--- src/rtl/program_run_controller.sv ---
// Load-and-run sequencer for the SAP-1.5 computer: streams a program image into
// RAM with the core held in reset, releases reset after a fixed hold, then counts
// run cycles until the core halts or the cycle budget runs out.
module program_run_controller #(
  parameter int unsigned ADDR_WIDTH = 4,
  parameter int unsigned DATA_WIDTH = 8,
  parameter int unsigned CNT_WIDTH  = 16,
  parameter int unsigned MAX_CYCLES = 50,
  parameter int unsigned RESET_HOLD = 2
) (
  input  logic                  clk,
  input  logic                  reset,
  input  logic                  start,
  input  logic                  abort,
  input  logic                  s_valid,
  input  logic [DATA_WIDTH-1:0] s_data,
  input  logic                  s_last,
  output logic                  s_ready,
  output logic                  ram_we,
  output logic [ADDR_WIDTH-1:0] ram_addr,
  output logic [DATA_WIDTH-1:0] ram_wdata,
  output logic                  cpu_reset,
  input  logic                  cpu_halt,
  output logic                  busy,
  output logic                  done,
  output logic                  timeout,
  output logic                  overflow,
  output logic [CNT_WIDTH-1:0]  cycle_count,
  output logic [ADDR_WIDTH:0]   load_count
);

  localparam int unsigned LCW   = ADDR_WIDTH + 1;
  localparam int unsigned DEPTH = 1 << ADDR_WIDTH;
  localparam int unsigned HCW   = (RESET_HOLD > 1) ? $clog2(RESET_HOLD) : 1;

  typedef enum logic [2:0] {
    S_IDLE,
    S_LOAD,
    S_HOLD,
    S_RUN,
    S_DONE,
    S_TIMEOUT
  } state_t;

  state_t                state, state_nxt;
  logic [HCW-1:0]        hold_cnt, hold_nxt;
  logic [LCW-1:0]        load_nxt;
  logic [CNT_WIDTH-1:0]  cyc_nxt;
  logic                  ovf_nxt;
  logic                  we_nxt;
  logic [ADDR_WIDTH-1:0] addr_nxt;
  logic [DATA_WIDTH-1:0] wdata_nxt;

  // State register
  always_ff @(posedge clk or posedge reset) begin
    if (reset) state <= S_IDLE;
    else       state <= state_nxt;
  end

  // Next-state and next-value logic; load_count doubles as the write address
  always_comb begin
    state_nxt = state;
    hold_nxt  = hold_cnt;
    load_nxt  = load_count;
    cyc_nxt   = cycle_count;
    ovf_nxt   = overflow;
    we_nxt    = 1'b0;
    addr_nxt  = ram_addr;
    wdata_nxt = ram_wdata;
    if (abort) begin
      state_nxt = S_IDLE;
    end else begin
      case (state)
        S_IDLE, S_DONE, S_TIMEOUT: begin
          if (start) begin
            state_nxt = S_LOAD;
            load_nxt  = '0;
            cyc_nxt   = '0;
            ovf_nxt   = 1'b0;
            hold_nxt  = '0;
            addr_nxt  = '0;
          end
        end
        S_LOAD: begin
          if (s_valid && s_ready) begin
            we_nxt    = 1'b1;
            addr_nxt  = load_count[ADDR_WIDTH-1:0];
            wdata_nxt = s_data;
            load_nxt  = load_count + LCW'(1);
            if (s_last) begin
              state_nxt = S_HOLD;
            end else if (load_count == LCW'(DEPTH - 1)) begin
              // RAM full before the image ended: stop accepting, never wrap
              ovf_nxt   = 1'b1;
              state_nxt = S_HOLD;
            end
          end
        end
        S_HOLD: begin
          if (hold_cnt == HCW'(RESET_HOLD - 1)) state_nxt = S_RUN;
          else                                  hold_nxt  = hold_cnt + HCW'(1);
        end
        S_RUN: begin
          cyc_nxt = cycle_count + CNT_WIDTH'(1);
          // Halt takes precedence over budget expiry in the same cycle
          if (cpu_halt)                                state_nxt = S_DONE;
          else if (cyc_nxt == CNT_WIDTH'(MAX_CYCLES)) state_nxt = S_TIMEOUT;
        end
        default: state_nxt = S_IDLE;
      endcase
    end
  end

  // Registered datapath and status outputs, derived from the next state
  always_ff @(posedge clk or posedge reset) begin
    if (reset) begin
      hold_cnt    <= '0;
      load_count  <= '0;
      cycle_count <= '0;
      overflow    <= 1'b0;
      ram_we      <= 1'b0;
      ram_addr    <= '0;
      ram_wdata   <= '0;
      s_ready     <= 1'b0;
      cpu_reset   <= 1'b1;
      busy        <= 1'b0;
      done        <= 1'b0;
      timeout     <= 1'b0;
    end else begin
      hold_cnt    <= hold_nxt;
      load_count  <= load_nxt;
      cycle_count <= cyc_nxt;
      overflow    <= ovf_nxt;
      ram_we      <= we_nxt;
      ram_addr    <= addr_nxt;
      ram_wdata   <= wdata_nxt;
      s_ready     <= (state_nxt == S_LOAD);
      cpu_reset   <= (state_nxt inside {S_IDLE, S_LOAD, S_HOLD});
      busy        <= (state_nxt inside {S_LOAD, S_HOLD, S_RUN});
      done        <= (state_nxt == S_DONE);
      timeout     <= (state_nxt == S_TIMEOUT);
    end
  end

endmodule
--- config.mk ---
export PLATFORM = sky130hd
export DESIGN_NAME = program_run_controller
export DESIGN_NICKNAME = d
export VERILOG_FILES = /design/src/rtl/program_run_controller.sv
export SDC_FILE = /design/constraint.sdc
export NUM_CORES = 1
export LEC_CHECK = 0
export ABC_AREA = 1
export CAP_MARGIN = 20
export CORE_ASPECT_RATIO = 0.9
export CORE_MARGIN = 3
export CORE_UTILIZATION = 50
export DETAILED_ROUTE_END_ITERATION = 10
export GPL_TIMING_DRIVEN = 0
export PLACE_DENSITY = 0.8
export SKIP_CTS_REPAIR_TIMING = 1
export SYNTH_ARGS = -nofsm -noshare
export SYNTH_HDL_FRONTEND = slang
export SYNTH_SLANG_ARGS = --single-unit
--- constraint.sdc ---
create_clock -name clk -period 2.55 [get_ports clk]
set_clock_uncertainty 0.15 [all_clocks]
set_input_delay 0.51 -clock clk [delete_from_list [all_inputs] [get_ports clk]]
set_output_delay 0.51 -clock clk [all_outputs]
set_load 0.005 [all_outputs]
==> impl_metrics.yaml <==
routing:
  route.detailed.drc: 0
  via_count: 2190
  drt-initial-drc-count: 113
  vias_per_cell: 5.081
  detail_route.first_pass.iterations: 4
  routed_wl_microns: 5330
  ant_nets: 0
  wl_per_cell_microns: 12.37
place:
  dp_slack_ns: 0.2003
  place_inst: 423
  io_buffers: 54
  gp_congestion: 0.8691
  dp_hpwl_microns: 3937
timing:
  fin_ws_ns: 0.2513
  setup_viol_count_final: 0
  drv_slew: 0
  period_minus_slack_ns: 2.299
  whs_ns: 0.2166
  worstMarginPinSlew_ns: 0.4343
  fmax_mhz: 435.0
  max_slew_margin_pct: 71.04
  hold_viol: 0
  rsz0062_at_grt: "no"
  fin_crit_sh_pct: 90.14
clocking:
  clockBufferDepth: 2
  cts_tree: "done"
  cts_sinks: 44
  ctsHtreeMaxLevel: 2
  cts_buffers: 5
  cts_root_buf: "clkbuf_8"
  clkLatencyLatePin_ns: 0.30
  clkSlewWorstSetupHoldPaths_ns: 0.08
synth:
  synth.distinct_cells: 24
  syn_area_per_cell_sq_um: 7.532
  seq_area_frac_synth_pct: 47.52
  ys_seq_elements: 44
  yosysWarnings: 0
  syn_area_sq_mm: 0.002320
  yosys.area.top_type: "dfrtp_1"
  synthCells: 308
  yosys-top-cells-area: "dfrtp_1 (46%), nand2_1 (15%), inv_1 (7.3%), nand3_1 (5.0%), o21ai_0 (4.5%)"
  synth_top_area_share_pct: 46.39
  syn-num-nets: 327
floorplan:
  die-height_microns: 70.62
  core_area_sq_mm: 0.004267
  die_w_microns: 77.80
  dieArea_sq_mm: 0.005493
  io_pins: 55
  rows: 22
  start_util_pct: 54.37
finish:
  areaGrowthSynthToFinish_pct: 31.45
  final_common_cell: "nand2_1"
  layout-drive-gt1-share_pct: 8.356
  antenna_cells: 0
  fin_nets: 389
  layout_common_cells: "nand2_1 (95), clkdlybuf4s50_1 (54), inv_1 (44), dfrtp_1 (43), nor2_1 (27)"
  stdcell_count: 431
setup_path:
  worstSetupEndpointType: "flop"
  crit_required_ns: 2.64
  critPathMaxFanout: 9
  cp-start-kind: "flop"
  arrival_ns: 2.39
  timing_worst_setup_path_type: "reg2reg"
power:
  leakagePower_nw: 1.380
  powerDensity_mw_per_mm2: 532.9
  peakVddDrop_uv: 339.1
grt:
  antenna_found_initial: 0
  grt_usage_pct: 20.37
  grt_max_degree: 44
  grt_pass1_vias: 2052
  grt_pass1_wl_microns: 9087
  overflow: 0
run_status:
  outcome: "completed"
min_path:
  hold_class: "in2async"
job:
  drv_cap: 0
[area by class of cell]
type	instances	area, sq um
timing repair buffer	55	560.5
sequential	44	1102
tap	60	75.07
clock inverter	1	7.507
multi-input combinational	214	1023
clock buffer	7	86.33
fill	364	1217
inverter	45	168.9
buffer	5	25.02
[critical path: stages, from the launching register on]
cell     delay [ns]
dfrtp_1        0.50
ha_1           0.29
nand3_2        0.15
inv_1          0.13
nand3_1        0.12
xor2_1         0.22
nand2_1        0.07
nor2_1         0.10
nand2_1        0.09
nand2_1        0.06
nand2_1        0.06
nand2_2        0.10
nand2_2        0.07
nor2_1         0.11
[where the power goes]
part           internal (W)  switching [W]  total, W
sequential         0.000770      0.0000513  0.000822
combinational      0.000191       0.000154  0.000345
clock              0.000220       0.000238  0.000458
total               0.00118       0.000443   0.00162
[state kept, by name, indices dropped and copies added, names as in the netlist, 3 cells and up]
register     count
ram_addr         4
load_count       5
state            3
ram_wdata        8
cycle_count     16
[Yosys cell counts, drive strengths merged]
library cell	instances
inv	45
nand4	6
nor3b	1
nand3	24
xor2	1
a211oi	1
nand3b	1
nor3	4
dfrtp	43
a21oi	5
o22ai	6
dfstp	1
clkbuf	2
o21bai	1
buf	3
nor2	37
o21ai	21
nand2	102
ha	4
[cells by family after synthesis]
kind of cell	Yosys count	share of synthesized area [%]
AO/OA/AOI/OAI	34	7.875
flip-flops	44	47.52
buffers and inverters	50	8.360
XOR/XNOR	1	0.3776
AND/OR/NAND/NOR	175	33.71
adder cells (fa/ha/maj)	4	2.158
[routing by layer]
metal | up-vias | track usage, % | share of wire (%)
li1 | 1093 | - | -
met1 | 1044 | 28.28 | 48
met2 | 47 | 31.37 | 46
met3 | 6 | 4.962 | 4.7
met4 | 0 | 6.917 | 1.1
met5 | - | 0 | 0
[worst paths after layout]
| path | from | end | slack [ns] | cells after the start |
|---|---|---|---|---|
| max | cycle_count[0] | timeout | 0.25 | 13 |
| min | reset | ram_wdata[2] | 0.22 | 2 |
| max reg2reg | cycle_count[0] | timeout | 0.25 | 13 |
| min reg2reg | ram_wdata[3] | ram_wdata[3] | 0.33 | 2 |
| max in group asynchronous | reset | cpu_reset | 1.57 | 3 |
| min in group clk | ram_wdata[3] | ram_wdata[3] | 0.33 | 2 |
[through the flow]
| stage | total power (W) | util, % | setup TNS, ns | cell area (sq um) |
|---|---|---|---|---|
| 4_1_cts | 0.001642 | 71.47 | 0 | 3049 |
| 3_5_place_dp | 0.001184 | 69.27 | 0 | 2955 |
| 5_1_grt | 0.001714 | 71.47 | 0 | 3049 |
| 2_1_floorplan | 0.0009716 | - | 0 | 2320 |
| 3_3_place_gp | 0.001171 | 68.80 | -1.073 | 2935 |
| 6_report | 0.001625 | 71.47 | 0 | 3049 |
Power figures use the tool's default switching activity.
